$ cat config.mk
export PLATFORM = sky130hd
export DESIGN_NAME = array_xform_arbiter_flat
export DESIGN_NICKNAME = d
export VERILOG_FILES = /design/src/rtl/array_xform_pkg.sv /design/src/rtl/array_xform_arbiter_if.sv /design/src/rtl/array_xform_alu.sv /design/src/rtl/array_xform_arbiter.sv /design/src/flat_wrapper.sv
export SDC_FILE = /design/constraint.sdc
export NUM_CORES = 1
export LEC_CHECK = 0
export BUFFER_PORTS_ARGS = -buffer_cell sky130_fd_sc_hd__buf_2
export CORE_MARGIN = 1
export CORE_UTILIZATION = 40
export DETAILED_ROUTE_END_ITERATION = 10
export PLACE_DENSITY_LB_ADDON = 0.1
export SETUP_SLACK_MARGIN = 0.2
export SLEW_MARGIN = 20
export SYNTH_ARGS = -nofsm -noshare
export SYNTH_HDL_FRONTEND = slang
export SYNTH_SLANG_ARGS = --single-unit
$ cat constraint.sdc
create_clock -name clk -period 11.72 [get_ports clk]
set_clock_uncertainty 0.2 [all_clocks]
set_input_delay 3.516 -clock clk [delete_from_list [all_inputs] [get_ports clk]]
set_output_delay 3.516 -clock clk [all_outputs]
set_load 0.01 [all_outputs]
$ cat src/rtl/array_xform_pkg.sv
// Shared types and defaults for the array transform arbiter: operation codes,
// controller state encoding and default geometry.
package array_xform_pkg;

  localparam int DEF_DW    = 32;
  localparam int DEF_DEPTH = 4;

  typedef enum logic [1:0] {
    OP_MOD5 = 2'd0,
    OP_DIV2 = 2'd1,
    OP_SHR2 = 2'd2,
    OP_CLR  = 2'd3
  } op_t;

  typedef enum logic [1:0] {
    IDLE  = 2'd0,
    EXEC  = 2'd1,
    WRITE = 2'd2
  } state_t;

endpackage

$ cat src/rtl/array_xform_arbiter_if.sv
// One requester's handshake with the arbiter: request, operation, target entry
// and operand, plus the grant and completion pulses.
interface array_xform_arbiter_if
  import array_xform_pkg::*;
#(
  parameter int DW = DEF_DW,
  parameter int AW = 2
);

  logic          req;
  op_t           op;
  logic [AW-1:0] idx;
  logic [DW-1:0] data;
  logic          gnt;
  logic          done;

  modport master (
    output req, op, idx, data,
    input  gnt, done
  );

  modport slave (
    input  req, op, idx, data,
    output gnt, done
  );

endinterface

$ cat src/rtl/array_xform_alu.sv
// Combinational transform unit: applies one of the four fixed unsigned
// transforms to an operand.
module array_xform_alu
  import array_xform_pkg::*;
#(
  parameter int DW = DEF_DW
) (
  input  op_t           op,
  input  logic [DW-1:0] data,
  output logic [DW-1:0] result
);

  always_comb begin
    // NOTE: a default assignment on entry keeps every path driven, so no latch is inferred.
    result = '0;
    case (op)
      OP_MOD5: result = data % DW'(5);
      OP_DIV2: result = data / DW'(2);
      OP_SHR2: result = data >> 2;
      OP_CLR:  result = '0;
    endcase
  end

endmodule

$ cat src/rtl/array_xform_arbiter.sv
// Round-robin two-requester controller that serialises transform-and-write
// operations into a small register array with a registered read port.
module array_xform_arbiter
  import array_xform_pkg::*;
#(
  parameter int DW    = DEF_DW,
  parameter int DEPTH = DEF_DEPTH,
  parameter int AW    = $clog2(DEPTH)
) (
  input  logic                  clk,
  input  logic                  reset,
  array_xform_arbiter_if.slave  a,
  array_xform_arbiter_if.slave  b,
  output logic [DW-1:0]         done_data,
  input  logic [AW-1:0]         rd_idx,
  output logic [DW-1:0]         rd_data,
  output logic                  busy
);

  state_t        state, state_next;
  logic          last_b;
  logic          a_hold, b_hold;
  logic          a_eff, b_eff, pick_b, start;
  logic          a_gnt_next, b_gnt_next, a_done_next, b_done_next, busy_next;
  op_t           op_q;
  logic [AW-1:0] idx_q;
  logic [DW-1:0] data_q, result_q, alu_result;
  logic          owner_b;
  logic [DW-1:0] mem [DEPTH];

  // A granted request stays masked until its req is seen low, so a requester
  // that is slow to drop req does not get served twice.
  assign a_eff  = a.req & ~a_hold;
  assign b_eff  = b.req & ~b_hold;
  assign start  = a_eff | b_eff;
  assign pick_b = b_eff & (~a_eff | ~last_b);

  array_xform_alu #(.DW(DW)) u_alu (
    .op     (op_q),
    .data   (data_q),
    .result (alu_result)
  );

  always_ff @(posedge clk or negedge reset) begin
    // NOTE: sequential state uses non-blocking assignments so every flop samples pre-edge values.
    if (!reset) state <= IDLE;
    else        state <= state_next;
  end

  always_comb begin
    state_next = state;
    case (state)
      IDLE:    if (start) state_next = EXEC;
      EXEC:    state_next = WRITE;
      WRITE:   state_next = IDLE;
      default: state_next = IDLE;
    endcase
  end

  always_comb begin
    a_gnt_next  = (state == IDLE) && start && !pick_b;
    b_gnt_next  = (state == IDLE) && pick_b;
    a_done_next = (state == WRITE) && !owner_b;
    b_done_next = (state == WRITE) && owner_b;
    busy_next   = (state_next != IDLE);
  end

  always_ff @(posedge clk or negedge reset) begin
    if (!reset) begin
      a.gnt     <= 1'b0;
      b.gnt     <= 1'b0;
      a.done    <= 1'b0;
      b.done    <= 1'b0;
      busy      <= 1'b0;
      last_b    <= 1'b1;
      a_hold    <= 1'b0;
      b_hold    <= 1'b0;
      op_q      <= OP_MOD5;
      idx_q     <= '0;
      data_q    <= '0;
      owner_b   <= 1'b0;
      result_q  <= '0;
      done_data <= '0;
    end else begin
      a.gnt  <= a_gnt_next;
      b.gnt  <= b_gnt_next;
      a.done <= a_done_next;
      b.done <= b_done_next;
      busy   <= busy_next;
      a_hold <= a_gnt_next | (a_hold & a.req);
      b_hold <= b_gnt_next | (b_hold & b.req);
      if (a_gnt_next || b_gnt_next) begin
        last_b  <= b_gnt_next;
        owner_b <= b_gnt_next;
        op_q    <= b_gnt_next ? b.op   : a.op;
        idx_q   <= b_gnt_next ? b.idx  : a.idx;
        data_q  <= b_gnt_next ? b.data : a.data;
      end
      if (state == EXEC)  result_q  <= alu_result;
      if (state == WRITE) done_data <= result_q;
    end
  end

  // Read and write share the edge; the read sees the pre-write entry.
  always_ff @(posedge clk or negedge reset) begin
    if (!reset) begin
      // NOTE: the array is reset explicitly because a reset must leave every entry at zero.
      for (int i = 0; i < DEPTH; i++) mem[i] <= '0;
      rd_data <= '0;
    end else begin
      rd_data <= mem[rd_idx];
      if (state == WRITE) mem[idx_q] <= result_q;
    end
  end

endmodule
$ cat src/flat_wrapper.sv
// flat-port wrapper written by rule: the top's interface ports become plain ports
module array_xform_arbiter_flat import array_xform_pkg::*;
#(
  parameter int DW    = DEF_DW,
  parameter int DEPTH = DEF_DEPTH,
  parameter int AW    = $clog2(DEPTH)
)
  (clk, reset, done_data, rd_idx, rd_data, busy, a_req, a_op, a_idx, a_data, a_gnt, a_done, b_req, b_op, b_idx, b_data, b_gnt, b_done);
  array_xform_arbiter_if #(.DW(DW), .AW(AW)) a_i ();
  array_xform_arbiter_if #(.DW(DW), .AW(AW)) b_i ();
  input  logic clk;
  input  logic reset;
  output logic [DW-1:0] done_data;
  input  logic [AW-1:0] rd_idx;
  output logic [DW-1:0] rd_data;
  output logic busy;
  input wire logic [$bits(a_i.req)-1:0] a_req;
  input wire logic [$bits(a_i.op)-1:0] a_op;
  input wire logic [$bits(a_i.idx)-1:0] a_idx;
  input wire logic [$bits(a_i.data)-1:0] a_data;
  output wire logic [$bits(a_i.gnt)-1:0] a_gnt;
  output wire logic [$bits(a_i.done)-1:0] a_done;
  input wire logic [$bits(b_i.req)-1:0] b_req;
  input wire logic [$bits(b_i.op)-1:0] b_op;
  input wire logic [$bits(b_i.idx)-1:0] b_idx;
  input wire logic [$bits(b_i.data)-1:0] b_data;
  output wire logic [$bits(b_i.gnt)-1:0] b_gnt;
  output wire logic [$bits(b_i.done)-1:0] b_done;
  assign a_i.req = a_req;
  assign a_i.op = a_op;
  assign a_i.idx = a_idx;
  assign a_i.data = a_data;
  assign a_gnt = a_i.gnt;
  assign a_done = a_i.done;
  assign b_i.req = b_req;
  assign b_i.op = b_op;
  assign b_i.idx = b_idx;
  assign b_i.data = b_data;
  assign b_gnt = b_i.gnt;
  assign b_done = b_i.done;
  array_xform_arbiter #(.DW(DW), .DEPTH(DEPTH), .AW(AW)) u_core (.clk(clk), .reset(reset), .a(a_i), .b(b_i), .done_data(done_data), .rd_idx(rd_idx), .rd_data(rd_data), .busy(busy));
endmodule
* After elaboration in Yosys (flattened, before gate mapping)
Index checks and enable logic that the tools add are counted.
Word-level totals: register bits after elaboration 271, input port bits 78, logic and storage cells 68
Cells by class: divide/modulo/power cells 1, magnitude comparators 3, equality and inequality tests 5, muxes and demuxes 12, bitwise logic cells 15, reduce and logical (&&, ||, !) cells 12
Operators by type and width (number):
- bitwise mux 128 bit | 1
- 2-to-1 mux 32 bit | 4
- case mux 32 bit (4 select lines) | 1
- binary-select mux 32 bit (select 2 bit) | 1
- demux 32 bit (select 2 bit) | 1
- modulo 32 x 3 -> 32 bit, second input constant | 1
- equality test 2 bit, second input constant | 3
- greater-or-equal comparator 3 bit, second input constant | 2
- logical AND 1 bit | 6
- 2-to-1 mux 2 bit | 3
- NOT 2 -> 3 bit | 2
- bitwise AND 1 bit | 5
- equality test 2 x 1 -> 1 bit, second input constant | 2
- zero test 2 bit | 2
- NOT 1 bit | 4
- bitwise OR 1 bit | 4
- case mux 2 bit (2 select lines) | 1
- < comparator 3 x 1 -> 1 bit, second input constant | 1
- zero test 1 bit | 2
- nonzero test 2 bit | 1
- logical OR 1 bit | 1

* Longest topological paths before layout
word-level depth 8, gate-level depth with buffers 50, mapped depth without buffers 41

* Cells and area by module
A second synthesis with hierarchy kept.
Second synthesis, totals: cell total of the unflattened synthesis 1399, area total of the unflattened synthesis 15534.9 µm²
Modules (own cells, without submodules):
- array_xform_arbiter | instances 1, cells an instance 636, area an instance 10695.3 µm², seq. area each 6782.8 µm²
- array_xform_alu | instances 1, cells an instance 763, area an instance 4839.6 µm², seq. area each 0.0 µm²

* Worst setup path after synthesis
No wires, ideal clock.
path kind reg2reg, start point register u_core.data_q[31], end point register u_core.result_q[3], library setup time 0.082 ns, arrival 10.036 ns, data required time 11.438 ns, setup slack 1.402 ns, stages on the path, launching flop included 50, path buffers 9, path through dfrtp_1 > buf_2 > buf_2 > nand3b_1 > a21oi_1 > o41a_1 > o221a_1 > a2111oi_2 > a31o_1 > buf_4 > nor4_1 > o41a_1 > or2_1 > buf_6 > xnor2_1 > o221a_1 > a31o_1 > buf_4 > [... 14 more ...] > or3_1 > nor4b_4 > nor3b_1 > o21ai_1 > a32oi_2 > buf_2 > a21oi_1 > nand2_1 > o21ai_0 > ha_1 > nand2b_1 > a221oi_2 > o22ai_2 > a211oi_4 > xnor2_1 > a21boi_1 > mux2_1 > o22ai_1
On the way: cells in the longest elaborated chain, start to end 2
Ends and longest elaborated chain:
- from (decl) | RTL line array_xform_arbiter.sv:27 | logic [DW-1:0] data_q, result_q, alu_result;
- from (signal assigned) | RTL line array_xform_arbiter.sv:97 | data_q <= b_gnt_next ? b.data : a.data;
- modulo 32 x 3 -> 32 bit | RTL line array_xform_alu.sv:17 | OP_MOD5: result = data % DW'(5);
- case mux 32 bit (4 select lines) | RTL line array_xform_alu.sv:16 | case (op)
- to (signal assigned) | RTL line array_xform_arbiter.sv:99 | if (state == EXEC) result_q <= alu_result;
- to (decl) | RTL line array_xform_arbiter.sv:27
Every way passes these cells. A chain may end at the register's enable or synchronous reset.

* Worst setup path in the final report
Ends and elaborated chain as after synthesis.

==> impl_metrics.py <==
metrics = {
    "layout": {
        "drive_gt1_share_pct": 35.4,
        "areaGrowthSynthToFinish_pct": 17.2,
        "antenna_cells": 0,
        "num-nets-final": 1568,
        "final_core_util_pct": 47.9,
    },
    "logic_synthesis": {
        "synth_top_family_by_area": "compound AO/OA/AOI/OAI gates",
        "synth-xor-area-share_pct": 0.994,
        "muxShareOfSynthArea_pct": 17.9,
        "synthSimpleGateAreaFrac_pct": 12.5,
        "async_flop_share_pct": 100,
        "ys_ff_latch": 271,
        "syn_area_um2": 15000,
        "synth_area_leaders": "dfrtp_1 (45%), mux2_2 (12%), mux4_2 (4.8%)",
        "dominantRegCellSynth": "dfrtp_1",
        "synth_top_area_share_pct": 45.1,
        "avgSynthCellArea_um2": 11.0,
        "synth_nets": 1436,
        "yosysSeqAreaShare_pct": 45.3,
        "ys_warn_count": 0,
        "yosys.area_share.adder_pct": 0.167,
        "yosys.area.top_type": "dfrtp_1",
        "synth_common_cells": "dfrtp_1 (270), mux2_2 (161), nor2_1 (103)",
        "netlist_instances": 1356,
        "synth_cell_types": 117,
        "synth_compound_area_share_pct": 19.2,
        "synth_edf_count": 0,
        "synth_most_common_cell": "dfrtp_1",
    },
    "route": {
        "drt_iter0_drc": 788,
        "drc_errors": 0,
        "postRouteAntennaNets": 0,
        "wirelength_um": 39600,
        "vias": 11755,
        "vias_per_cell": 5.94,
        "dr.pass1.iters": 7,
        "wl_per_cell_um": 20.0,
    },
    "setup_path": {
        "worstSetupStartpointType": "register",
        "r2r-start": "u_core.data_q[31]$_DFFE_PN0P_",
        "crit_path_end_kind": "register",
        "ff2ff_path_depth": 43,
        "rrSetupSlack_ps": 810,
        "crit_family": "compound AO/OA/AOI/OAI gates",
        "cp_data_arrival_time_ps": 11210,
        "cp_num_buf_inv": 3,
        "cp.required_ps": 12020,
        "worst_path_max_delay_cell": "dfrtp_4",
        "r2r_end": "u_core.result_q[3]$_DFFE_PN0P_",
        "cpMostUsedCell": "buf_4",
        "slowest_delay_ps": 570,
        "critical_path_class": "register to register",
        "crit_fanout": 19,
    },
    "cts": {
        "clk_pin_slew_worst_paths_ps": 60,
        "cts.root.buffer_cell": "clkbuf_16",
        "clk-insertion-delay-late_ps": 600,
        "cts.sinks": 271,
        "htreeDepth": 1,
        "clockBufferDepth": 3,
        "numCtsBuffers": 31,
        "cts_tree": "yes",
    },
    "timing": {
        "tightest_slew_ps": 1100,
        "hold_violations": 0,
        "post-route-period-util_pct": 93.1,
        "fin_setup_tns_ps": 0,
        "rsz0062_at_grt": "no",
        "maxSlewViolCount": 0,
        "fmax_mhz": 91.6,
        "setup_viol": 0,
        "post-route-min-period_ps": 10910,
        "slew_headroom_pct": 26.5,
    },
    "floorplanning": {
        "dieArea_um2": 38200,
        "rows": 70,
        "start_util_pct": 40.8,
        "die_h_um": 196,
        "coreArea_um2": 36700,
        "num_io_pins": 147,
        "die_width_um": 196,
    },
    "flow_run": {
        "cap_violations": 0,
    },
    "global_route": {
        "grt_pass1_vias": 11278,
        "antenna_found_initial": 0,
        "overflow": 0,
        "track_usage_pct": 20.6,
        "grt_max_degree": 179,
        "grt_pass1_wl_um": 63400,
    },
    "place": {
        "port-buffer-count": 146,
        "place_congestion": 0.894,
        "dp_hpwl_um": 26500,
    },
    "status": {
        "status": "complete, no violations",
    },
    "worst_hold_path": {
        "hold_end": "u_core.a.done$_DFF_PN0_",
        "hold_path_class": "register to register",
        "hold_depth": 1,
        "worstHoldStart": "u_core.owner_b$_DFFE_PN0P_",
    },
}
-- cell families after synthesis --
group                      Yosys count
muxes                              208
DFF                                271
buffers and inverters              139
and+or+nand+nor                    349
adders and majority gates            2
AOI/OAI and AO/OA                  370
xor gates and xnor gates            17
-- registers in the layout, indices dropped and copies added, names as in the netlist, 2 cells and up --
| signal | count |
|---|---|
| u_core.data_q | 32 |
| u_core.done_data | 32 |
| u_core.idx_q | 2 |
| u_core.mem | 128 |
| u_core.op_q | 2 |
| u_core.rd_data | 32 |
| u_core.result_q | 32 |
| u_core.state | 2 |
-- layout make-up --
class / instances / area [um2]
clock buffer: 45 / 898
clock inverter: 10 / 83.8
fill: 3387 / 19100
inverter: 35 / 131
multi-input combinational: 947 / 7880
sequential: 271 / 6790
tap: 468 / 586
timing repair buffer: 202 / 1200
-- how the worst max path moves through the flow --
stage                                  start                        endpoint  slack [ps]  cells after the start
2_1_floorplan  u_core.data_q[31]$_DFFE_PN0P_  u_core.result_q[3]$_DFFE_PN0P_        1400                     49
3_3_place_gp   u_core.data_q[29]$_DFFE_PN0P_  u_core.result_q[0]$_DFFE_PN0P_         470                     40
3_5_place_dp   u_core.data_q[30]$_DFFE_PN0P_  u_core.result_q[2]$_DFFE_PN0P_         370                     42
4_1_cts        u_core.data_q[30]$_DFFE_PN0P_  u_core.result_q[2]$_DFFE_PN0P_         320                     42
5_1_grt        u_core.data_q[31]$_DFFE_PN0P_  u_core.result_q[1]$_DFFE_PN0P_         160                     42
6_report       u_core.data_q[31]$_DFFE_PN0P_  u_core.result_q[3]$_DFFE_PN0P_         810                     43
-- metrics by stage --
| stage | area, um2 | hold slack (ps) | cells | worst slack, ps |
|---|---|---|---|---|
| detailed placement | 16200 | 253 | 1910 | 368 |
| finish | 17600 | 248 | 1978 | 809 |
| global placement | 16200 | 241 | 1910 | 475 |
| CTS | 17200 | 260 | 1965 | 321 |
| global route | 17600 | 297 | 1978 | 162 |
| floorplan | 15000 | 226 | 1356 | 1400 |
-- routing by layer --
metal  GRT usage (%)  share of wire (%)
met1            30.4                 48
met2            31.6                 45
met3            3.01                5.0
met4            5.45                2.4
met5               0                  0
-- layout by cell type, fill, tap and decap left out, types with 27 or more instances in the layout --
master	n
mux2_2	161
buf_4	53
clkbuf_16	31
buf_2	145
inv_1	27
a21oi_1	28
o21ai_0	52
a22oi_1	47
dfrtp_1	264
mux4_2	32
nand2_1	71
nor2_1	101
-- repair_timing --
| item | CTS | global route |
|---|---|---|
| endpoints found under the setup margin | 0 | 32 |
| endpoints found under the hold margin | 0 | 0 |
| hold buffers | 0 | 0 |
| setup buffers | 0 | 12 |
| resized for setup | 0 | 54 |
Power is not shown: default switching activity piles up to over one toggle a cycle in this logic, so the estimate is an artifact.
